### config.mk
export PLATFORM = sky130hd
export DESIGN_NAME = reaction_controller
export DESIGN_NICKNAME = d
export VERILOG_FILES = /design/src/rtl/reaction_controller.sv
export SDC_FILE = /design/constraint.sdc
export NUM_CORES = 1
export LEC_CHECK = 0
export CAP_MARGIN = 20
export CELL_PAD_IN_SITES_DETAIL_PLACEMENT = 1
export CELL_PAD_IN_SITES_GLOBAL_PLACEMENT = 1
export CORE_MARGIN = 3
export CORE_UTILIZATION = 32
export CTS_CLUSTER_DIAMETER = 40
export DETAILED_ROUTE_END_ITERATION = 10
export GPL_TIMING_DRIVEN = 0
export PLACE_DENSITY_LB_ADDON = 0.1
export SLEW_MARGIN = 20
export SYNTH_ARGS = -nofsm -noshare
export SYNTH_HDL_FRONTEND = slang
export SYNTH_SLANG_ARGS = --single-unit
### constraint.sdc
create_clock -name clock -period 4.95 [get_ports clock]
set_clock_uncertainty 0.1 [all_clocks]
set_input_delay 0.7425 -clock clock [delete_from_list [all_inputs] [get_ports clock]]
set_output_delay 0.7425 -clock clock [all_outputs]
set_load 0.03 [all_outputs]
### src/rtl/reaction_controller.sv
// Reaction-time game: 3-2-1 countdown, random blanked delay, lit stimulus, then the measured
// response in ms on the SSD. Define BEST_TIME_EN to keep the best result and show it while idle.

`ifndef IDLE
`define IDLE 14'd10000
`endif
`ifndef FAIL
`define FAIL 14'd10001
`endif
`ifndef LED_BLANK
`define LED_BLANK 14'd10002
`endif

module reaction_controller #(
  parameter int unsigned WAIT_MIN_MS = 1000,
  parameter logic [13:0] WAIT_MASK   = 14'h0FFF,
  parameter int unsigned TIMEOUT_MS  = 9999
) (
  input  logic        clock,
  input  logic        reset,
  input  logic        rising_edge_1khz,
  input  logic        start_btn,
  input  logic        react_btn,
  output logic [13:0] time_millisecs,
  output logic        display_enable,
  output logic        stimulus_led
);

  typedef enum logic [2:0] {S_IDLE, S_COUNT, S_WAIT, S_MEASURE, S_RESULT, S_FAIL} state_t;

  localparam logic [13:0] TimeoutLast = 14'(TIMEOUT_MS - 1);

  state_t      state_q;
  logic [13:0] count_q;  // countdown, random delay or elapsed ms, depending on state
  logic [15:0] lfsr_q;
  logic        start_prev_q, react_prev_q;

  logic        start_press, react_press, tick;
  logic [15:0] lfsr_next;
  logic [13:0] wait_load, count_dec, count_disp, idle_code;

  assign start_press = start_btn & ~start_prev_q;
  assign react_press = react_btn & ~react_prev_q;
  assign tick        = rising_edge_1khz;
  assign lfsr_next   = {lfsr_q[14:0], lfsr_q[15] ^ lfsr_q[14] ^ lfsr_q[12] ^ lfsr_q[3]};
  assign wait_load   = 14'(WAIT_MIN_MS) + (lfsr_q[13:0] & WAIT_MASK);

  // Countdown shows the remaining time rounded up to whole seconds.
  always_comb begin
    count_dec = count_q - 14'd1;
    if (count_dec > 14'd2000) begin
      count_disp = 14'd3000;
    end else if (count_dec > 14'd1000) begin
      count_disp = 14'd2000;
    end else begin
      count_disp = 14'd1000;
    end
  end

`ifdef BEST_TIME_EN
  localparam logic [13:0] NoBest = 14'h3FFF;
  logic [13:0] best_q;
  assign idle_code = (best_q == NoBest) ? `IDLE : best_q;
`else
  assign idle_code = `IDLE;
`endif

  always_ff @(posedge clock or posedge reset) begin
    if (reset) begin
      state_q        <= S_IDLE;
      count_q        <= '0;
      lfsr_q         <= 16'hACE1;
      start_prev_q   <= 1'b0;
      react_prev_q   <= 1'b0;
      time_millisecs <= `IDLE;
      display_enable <= 1'b0;
      stimulus_led   <= 1'b0;
`ifdef BEST_TIME_EN
      best_q         <= NoBest;
`endif
    end else begin
      start_prev_q   <= start_btn;
      react_prev_q   <= react_btn;
      lfsr_q         <= lfsr_next;
      display_enable <= 1'b1;
      unique case (state_q)
        S_IDLE: begin
          if (start_press) begin
            state_q        <= S_COUNT;
            count_q        <= 14'd3000;
            time_millisecs <= 14'd3000;
          end
        end
        S_COUNT: begin
          if (start_press) begin
            state_q        <= S_IDLE;
            time_millisecs <= idle_code;
          end else if (react_press) begin
            state_q        <= S_FAIL;
            time_millisecs <= `FAIL;
          end else if (tick) begin
            if (count_q <= 14'd1) begin
              state_q        <= S_WAIT;
              count_q        <= wait_load;
              time_millisecs <= `LED_BLANK;
            end else begin
              count_q        <= count_dec;
              time_millisecs <= count_disp;
            end
          end
        end
        S_WAIT: begin
          if (start_press) begin
            state_q        <= S_IDLE;
            time_millisecs <= idle_code;
          end else if (react_press) begin
            state_q        <= S_FAIL;
            time_millisecs <= `FAIL;
          end else if (tick) begin
            if (count_q <= 14'd1) begin
              state_q        <= S_MEASURE;
              count_q        <= '0;
              time_millisecs <= '0;
              stimulus_led   <= 1'b1;
            end else begin
              count_q <= count_dec;
            end
          end
        end
        S_MEASURE: begin
          // A press wins over a coincident tick, so the pre-increment value is kept.
          if (start_press) begin
            state_q        <= S_IDLE;
            time_millisecs <= idle_code;
            stimulus_led   <= 1'b0;
          end else if (react_press) begin
            state_q        <= S_RESULT;
            time_millisecs <= count_q;
            stimulus_led   <= 1'b0;
`ifdef BEST_TIME_EN
            if (count_q < best_q) best_q <= count_q;
`endif
          end else if (tick) begin
            if (count_q >= TimeoutLast) begin
              state_q        <= S_FAIL;
              time_millisecs <= `FAIL;
              stimulus_led   <= 1'b0;
            end else begin
              count_q        <= count_q + 14'd1;
              time_millisecs <= count_q + 14'd1;
            end
          end
        end
        S_RESULT, S_FAIL: begin
          if (start_press) begin
            state_q        <= S_COUNT;
            count_q        <= 14'd3000;
            time_millisecs <= 14'd3000;
          end
        end
        default: begin
          state_q        <= S_IDLE;
          time_millisecs <= idle_code;
          stimulus_led   <= 1'b0;
        end
      endcase
    end
  end

endmodule

==> flow_summary.ini, run 1 <==
[detailed_routing]
num_vias = 3670
wl_um = 14200
drc = 0
wl_per_cell_um = 23.2
post_drt_via_cell_ratio = 6.02
first_pass_iters = 4
ant_nets = 0
drtIter0Drc = 265

[grt]
grt_max_degree = 29
antenna_found_initial = 0
grt_usage_pct = 22.6
first_global_vias = 3755
grt_pass1_wl_um = 22300
grt_overflow = 0

[run]
cap_violations = 0

[logic_synthesis]
netlist_area_um2 = 3640
ys_seq_elements = 51
synth-warning-count = 0
ys_seq_area_share_pct = 35.5
avgSynthCellArea_um2 = 8.26
synth_edf_count = 0
async_flop_share_pct = 100
yosysUniqueCellTypes = 74
syn-num-nets = 451
synthCells = 441
synth-main-ff-cell = dfrtp_1

[clock_network]
clk_path_buf_depth = 2
postCtsHoldBufs = 0
cts_tree = built
clkTransAtPathRegs_ns = 0.07
cts_setup_buffers = 0
insertion_delay_ns = 0.30
cts_inserted_buffers = 5
cts.sinks = 51
clockRootBuffer = clkbuf_16
cts_resized = 0
ctsHtreeMaxLevel = 2

[worst_setup_path]
crit_end = count_q[11]
r2r_end = count_q[11]
crit_path_start_kind = flop
r2r_setup_slack_ns = 1.06
worst-r2r-cell-count = 10
required_ns = 5.06
r2r-start = count_q[0]
path_max_fanout = 10
cp-end-kind = flop
worstPathArrival_ns = 3.99
path_class = reg -> reg
critical_path.startpoint = count_q[0]

[floorplan]
start_util_pct = 33.2
ios = 21
die_w_um = 113
die_area_um2 = 12700
core_area_um2 = 11000
row_count = 38
die_h_um = 113

[sta]
final.min_clock_period_ns = 3.89
fmax_ghz = 0.257
final-hold-violation-count = 0
setup-violations-final = 0
rsz0062_at_grt = false
whs_ns = 0.290
maxSlewHeadroom_pct = 35.9
worst_pin_slew_ns = 0.954
tns_ns = 0
fin_crit_sh_pct = 78.5
slew_violations = 0

[cells_and_area]
drive_above_1_share_pct = 9.36
finalNetCount = 479
final_area_um2 = 4190
fin_cells = 610
areaGrowthSynthToFinish_pct = 14.9
n_antenna_cell = 0
fillers = 1324
fin_util_pct = 38.1

[pwr]
ir_worst_vdd_uv = 254
cellLeakagePower_nw = 1.65
cellPowerDensity_nw_per_um2 = 641

[placed_design]
hpwl_um = 10800
port_buffers = 20
dpl_cell_area_um2 = 4040
place.gp.congestion = 0.971
placed_cells = 602

[worst_hold_path]
min_path_type = reg -> reg

[outcome]
status = finished clean
-- critical path: stages (launching register included) --
cell and delay [ns]:
dfrtp_1 0.45, clkbuf_1 0.45, inv_1 0.19, ha_1 0.25, o211ai_1 0.26, a31o_2 0.24
nand2_1 0.24, a21oi_1 0.80, clkbuf_1 0.47, a21oi_1 0.12, a21oi_1 0.23
-- state kept, by name (all words and copies together) (netlist names) --
| name | cells |
|---|---|
| lfsr_q | 16 |
| count_q | 14 |
| time_millisecs | 14 |
| state_q | 3 |
| display_enable | 1 |
| react_prev_q | 1 |
| start_prev_q | 1 |
| stimulus_led | 1 |
-- stage by stage --
| stage | power [W] | setup WS [ns] |
|---|---|---|
| after floorplan | 0.00173 | 2.13 |
| after global placement | 0.00228 | 1.23 |
| after detailed placement | 0.00231 | 1.17 |
| after CTS | 0.00268 | 1.15 |
| after global routing | 0.00288 | 0.940 |
| final | 0.00269 | 1.06 |
-- cells by family (layout without fill, tap and decap cells) --
family                   Yosys count  in the layout  share of synthesized area, %
AO/OA/AOI/OAI                    158            158                          30.2
XOR/XNOR                          19             19                          4.57
adder cells (fa/ha/maj)            6              6                          1.99
buffers and inverters             42             71                          4.70
flip-flops                        51             51                          35.5
multiplexers                       3              3                         0.858
other                              1              1                         0.103
AND/OR/NAND/NOR                  161            161                          22.1
-- per-layer routing --
layer	up-vias	share of wire, %	track usage (%)
met5	-	0	0
met3	23	4.6	4.06
li1	1688	-	-
met4	0	3.0	7.93
met2	88	46	35.0
met1	1871	47	31.9
-- Yosys cell counts, types with 9 or more instances --
master / number / area (um2)
nor2_1: 43 / 161
xnor2_1: 11 / 96.3
nor3_1: 16 / 80.1
clkbuf_1: 25 / 93.8
nand3_1: 10 / 50.1
nand2_1: 42 / 158
a21oi_1: 28 / 140
dfstp_2: 13 / 342
o21ai_0: 40 / 200
a31oi_1: 9 / 56.3
dfrtp_1: 38 / 951
nand2b_1: 9 / 56.3
inv_1: 11 / 41.3
a22o_1: 9 / 78.8
-- worst min path at each step --
stage	start	endpoint	slack (ns)	cells past startpoint
detailed placement	lfsr_q[1]	lfsr_q[2]	0.27	0
global placement	lfsr_q[1]	lfsr_q[2]	0.26	0
finish	lfsr_q[1]	lfsr_q[2]	0.29	0
floorplan	lfsr_q[2]	lfsr_q[3]	0.25	0
CTS	lfsr_q[1]	lfsr_q[2]	0.29	0
global route	lfsr_q[6]	lfsr_q[7]	0.30	0
-- power by group --
| group | total, W | internal [W] | switching (W) |
|---|---|---|---|
| registers | 0.000642 | 0.000545 | 0.0000964 |
| clock network | 0.000361 | 0.000201 | 0.000160 |
| logic | 0.00168 | 0.000563 | 0.00112 |
-- final cells by class --
type | instances | area [um2] | area share (%)
Buffer | 31 | 130 | 3.11
Clock buffer | 7 | 143 | 3.41
Clock inverter | 1 | 5.00 | 0.120
Inverter | 11 | 41.3 | 0.986
Multi-Input combinational cell | 348 | 2180 | 52.1
Sequential cell | 51 | 1290 | 30.9
Tap cell | 140 | 175 | 4.18
Timing Repair Buffer | 21 | 220 | 5.26
-- placed cells by master (no fill, tap or decap), types with 6 or more instances in the layout --
master           instances
a21oi_1                 28
a22o_1                   9
a22oi_1                  6
a31oi_1                  9
and2_1                   7
and3_1                   6
clkbuf_1                26
clkdlybuf4s50_1         20
dfrtp_1                 38
dfstp_2                 13
inv_1                   10
nand2_1                 42
nand2b_1                 9
nand3_1                 10
nor2_1                  43
nor3_1                  16
o21ai_0                 40
o22ai_1                  6
o31ai_1                  6
xnor2_1                 11
xor2_1                   8
No activity file was read; power rests on OpenSTA's default activity.
==> run 2: changes to the inputs <==
- clock period: 4.95 -> 3.26 ns (I/O delays scaled with it)
==> run 2 against run 1 <==
Against the previous run: total power up 54%; via count grew 0.27%; combinational power grew 56%; highest routed layer unchanged.
==> flow_summary.ini, run 2 (synthesis gave the netlist of run 1 again) <==
[floorplan]
start_util_pct = 33.2
ios = 21
die_w_um = 113
row_count = 38
core_area_um2 = 11000
die_h_um = 113
die_area_um2 = 12700

[pwr]
cellLeakagePower_nw = 1.70
ir_worst_vdd_uv = 380
power_w = 0.00415
cellPowerDensity_nw_per_um2 = 969

[clock_network]
postCtsHoldBufs = 0
clockRootBuffer = clkbuf_16
clkTransAtPathRegs_ns = 0.07
insertion_delay_ns = 0.30
cts_tree = built
ctsHtreeMaxLevel = 2
cts.sinks = 51
clk_path_buf_depth = 2
cts_inserted_buffers = 5

[detailed_routing]
first_pass_iters = 4
num_vias = 3680
ant_nets = 0
drtIter0Drc = 285
post_drt_via_cell_ratio = 6.00
drc = 0
wl_um = 14200
wl_per_cell_um = 23.2

[grt]
grt_max_degree = 29
grt_overflow = 0
antenna_found_initial = 0
grt_pass1_wl_um = 22400
first_global_vias = 3763
grt_usage_pct = 22.7

[cells_and_area]
drive_above_1_share_pct = 12.5
finalNetCount = 482
areaGrowthSynthToFinish_pct = 17.5
final_area_um2 = 4280
final_common_cell = nor2_1
layout_common_cells = nor2_1 (43), nand2_1 (42), o21ai_0 (40)
n_antenna_cell = 0
top_register = lfsr_q
reg.largest.list = lfsr_q: 16 flops, count_q: 14 flops, time_millisecs: 14 flops
largest_reg_flops = 16

[worst_setup_path]
required_ns = 3.35
cp-end-kind = flop
worstPathArrival_ns = 3.25
cpMaxStageDelayCell = nor2_1
crit_family = compound AO/OA/AOI/OAI gates
crit_path_start_kind = flop
cpPeakStageDelay_ns = 0.45
path_max_fanout = 10
cp.buffers_inverters = 2
worstPathCellList = buf_2 > inv_1 > ha_1 > o211ai_1 > a31o_2 > nand2_1 > nor2_1 > a211o_1 > mux2_2
path_class = reg -> reg

[sta]
whs_ns = 0.290
worst_pin_slew_ns = 0.684
slew_violations = 0
final-hold-violation-count = 0
setup-violations-final = 0
final.min_clock_period_ns = 3.16
fmax_ghz = 0.316
maxSlewHeadroom_pct = 54.2
tns_ns = 0
fin_crit_sh_pct = 97.0
rsz0062_at_grt = false

[run]
cap_violations = 0

[placed_design]
place.gp.congestion = 0.971
dpl_cell_area_um2 = 4040
port_buffers = 20
hpwl_um = 10800

[worst_hold_path]
min_path_type = reg -> reg

[outcome]
status = finished clean
run 2: layer usage:
layer  wire, um  vias to the layer above  GRT usage (%)
li1           -                     1690              -
met1       6660                     1881           32.1
met2       6540                       84           35.0
met3        605                       25           4.12
met4        425                        0           8.09
met5          0                        -              0
run 2: cell type report:
cell class / count / area, um2
clock buffer: 7 / 143
fill: 1315 / 6700
tap: 140 / 175
sequential: 51 / 1290
timing repair buffer: 24 / 243
inverter: 11 / 41.3
clock inverter: 1 / 5.00
buffer: 31 / 139
multi-input combinational: 348 / 2240
run 2: where the power goes:
part	internal [W]	switching, W	total, W
logic	0.000890	0.00173	0.00262
clock network	0.000305	0.000244	0.000549
registers	0.000828	0.000150	0.000978
total	0.00202	0.00213	0.00415
run 2: path summary, 6_finish.rpt:
path | from | to | slack [ns] | cells past startpoint
worst max-delay path | count_q[0] | state_q[2] | 0.1 | 9
worst min-delay path | lfsr_q[1] | lfsr_q[2] | 0.29 | 0
worst max register to register | count_q[0] | state_q[2] | 0.1 | 9
worst min register to register | lfsr_q[1] | lfsr_q[2] | 0.29 | 0
max in group asynchronous | reset | time_millisecs[4] | 2.00 | 3
min in group asynchronous | reset | lfsr_q[1] | 0.45 | 2
run 2: timing repair:
action,4_1_cts,5_1_grt
pin swaps,1,2
cloned,0,0
buffers inserted,2,1
resized for setup,12,6
endpoints found under the setup margin,28,17
run 2: stage by stage:
stage               setup WS, ns  util [%]  cells
floorplan                  0.438         -    441
global placement          -0.460      36.6    601
detailed placement        -0.515      36.8    602
CTS                      0.00397      38.8    612
global route              0.0114      39.0    613
finish                    0.0982      39.0    613
==> run 3: changes to the inputs <==
--- a/config.mk
+++ b/config.mk
@@ -6,9 +6,8 @@
 export NUM_CORES = 1
 export LEC_CHECK = 0
-export CAP_MARGIN = 20
 export CELL_PAD_IN_SITES_DETAIL_PLACEMENT = 1
 export CELL_PAD_IN_SITES_GLOBAL_PLACEMENT = 1
 export CORE_MARGIN = 3
-export CORE_UTILIZATION = 32
+export CORE_UTILIZATION = 40
 export CTS_CLUSTER_DIAMETER = 40
 export DETAILED_ROUTE_END_ITERATION = 10
--- a/constraint.sdc
+++ b/constraint.sdc
@@ -3,3 +3,3 @@
 set_input_delay 0.489 -clock clock [delete_from_list [all_inputs] [get_ports clock]]
 set_output_delay 0.489 -clock clock [all_outputs]
-set_load 0.03 [all_outputs]
+set_load 0.05 [all_outputs]
==> run 3 against run 2 <==
Against the previous run: register-to-register slack hardly changed; first-iteration DRC count is 25% higher; via count increased by 1.3%; count of clock-buffer cells in the layout down 2; final area down 1.8%; critical path depth increased by 1; sequential share of layout area grew 0.56 points; combinational power up 4%; largest power group unchanged.
==> flow_summary.ini, run 3 (synthesis gave the netlist of run 1 again) <==
[clock_network]
cts_inserted_buffers = 5
ctsHtreeMaxLevel = 2
cts.sinks = 51
cts_setup_buffers = 0
clockRootBuffer = clkbuf_8
insertion_delay_ns = 0.32
clkTransAtPathRegs_ns = 0.11
clk_path_buf_depth = 2
postCtsHoldBufs = 0
cts_tree = built

[worst_setup_path]
crit_path_start_kind = flop
path_max_fanout = 10
cp-end-kind = flop
path_class = reg -> reg
worstPathArrival_ns = 3.27
required_ns = 3.37

[cells_and_area]
fillers = 1043
drive_above_1_share_pct = 11.7
layout_common_cells = nor2_1 (43), nand2_1 (42), o21ai_0 (40)
largest_reg_flops = 16
n_antenna_cell = 0
final_area_um2 = 4200
reg.largest.list = lfsr_q: 16 flops, count_q: 14 flops, time_millisecs: 14 flops
finalNetCount = 479
fin_util_pct = 47.7
fin_cells = 578
areaGrowthSynthToFinish_pct = 15.3
final_common_cell = nor2_1
top_register = lfsr_q

[sta]
final-hold-violation-count = 0
fin_crit_sh_pct = 97.1
maxSlewHeadroom_pct = 45.8
setup-violations-final = 0
final.min_clock_period_ns = 3.17
worst_pin_slew_ns = 0.804
slew_violations = 0
fmax_ghz = 0.316

[detailed_routing]
ant_nets = 0
num_vias = 3726
drtIter0Drc = 355
wl_per_cell_um = 23.5
post_drt_via_cell_ratio = 6.45
first_pass_iters = 5
drc = 0
wl_um = 13600

[outcome]
status = finished clean

[worst_hold_path]
min_path_type = reg -> reg

[grt]
grt_usage_pct = 27.0
first_global_vias = 3780
antenna_found_initial = 0
grt_max_degree = 30
grt_pass1_wl_um = 21400
grt_overflow = 0

[pwr]
cellLeakagePower_nw = 1.67
power_w = 0.00425
cellPowerDensity_nw_per_um2 = 1010
ir_worst_vdd_uv = 353

[placed_design]
place.gp.congestion = 0.948
port_buffers = 20
hpwl_um = 10200
dpl_cell_area_um2 = 4000
placed_cells = 570

[floorplan]
row_count = 34
ios = 21
core_area_um2 = 8810
die_h_um = 101
start_util_pct = 41.4
die_area_um2 = 10300
die_w_um = 101

[run]
cap_violations = 0
## run 3: cell types whose count changed in the layout (fill, tap and decap cells not counted)
| cell | delta |
|---|---|
| ha_2 | -1 |
| clkinvlp_4 | +1 |
| clkbuf_4 | +1 |
| clkbuf_8 | +4 |
| buf_4 | -4 |
| clkbuf_16 | -5 |
| bufinv_16 | +2 |
| clkbuf_2 | -1 |
| clkinv_2 | -1 |
| ha_1 | +1 |
## run 3: worst paths after layout
path,slack [ns],endpoint,cells past startpoint,from
min in group asynchronous,0.42,count_q[0],2,reset
max in group asynchronous,2.01,time_millisecs[10],3,reset
setup reg to reg,0.09,time_millisecs[5],10,count_q[0]
hold / removal,0.29,lfsr_q[7],0,lfsr_q[6]
setup / recovery,0.09,time_millisecs[5],10,count_q[0]
hold reg to reg,0.29,lfsr_q[7],0,lfsr_q[6]
## run 3: metal layers
layer  up-vias  GRT usage (%)  routed length, um
li1       1694              -                  -
met2       136           43.5               6400
met4         0           6.65                206
met3        28           4.75                846
met1      1868           37.9               6140
met5         -              0                  0
## run 3: timing repair
item,CTS,global route
pin swaps,0,1
resized for setup,8,9
endpoints found under the setup margin,25,20
## run 3: final cells by class
type                    instances  area (um2)  share of cell area, %
clock inverters                 3        67.6                   1.61
plain buffers                  31         138                   3.27
clock buffers                   5        68.8                   1.64
multi-input cells             348        2240                   53.3
flip-flops and latches         51        1290                   30.7
inverters                      11        41.3                  0.982
repair buffers                 21         220                   5.24
well taps                     108         135                   3.21
## run 3: through the flow
stage	hold WS, ns	worst slack [ns]	setup TNS, ns
after detailed placement	0.281	-0.445	-5.84
after floorplan	0.254	0.438	0
after CTS	0.296	0.0581	0
final	0.294	0.0941	0
after global placement	0.279	-0.478	-6.09
after global routing	0.302	-0.00622	-0.00622
## run 3: worst max-delay path, stage by stage, from the launching register on
cell and delay (ns):
dfrtp_1 0.44, buf_2 0.21, inv_1 0.12, ha_1 0.24
or4b_4 0.50, or3_4 0.36, a22oi_4 0.23, a41oi_2 0.14
nor3_2 0.26, a211oi_2 0.14, a211o_1 0.29
## run 3: where the power goes
part	switching [W]	internal [W]
sequential	0.000149	0.000826
clock	0.000237	0.000306
combinational	0.00185	0.000878
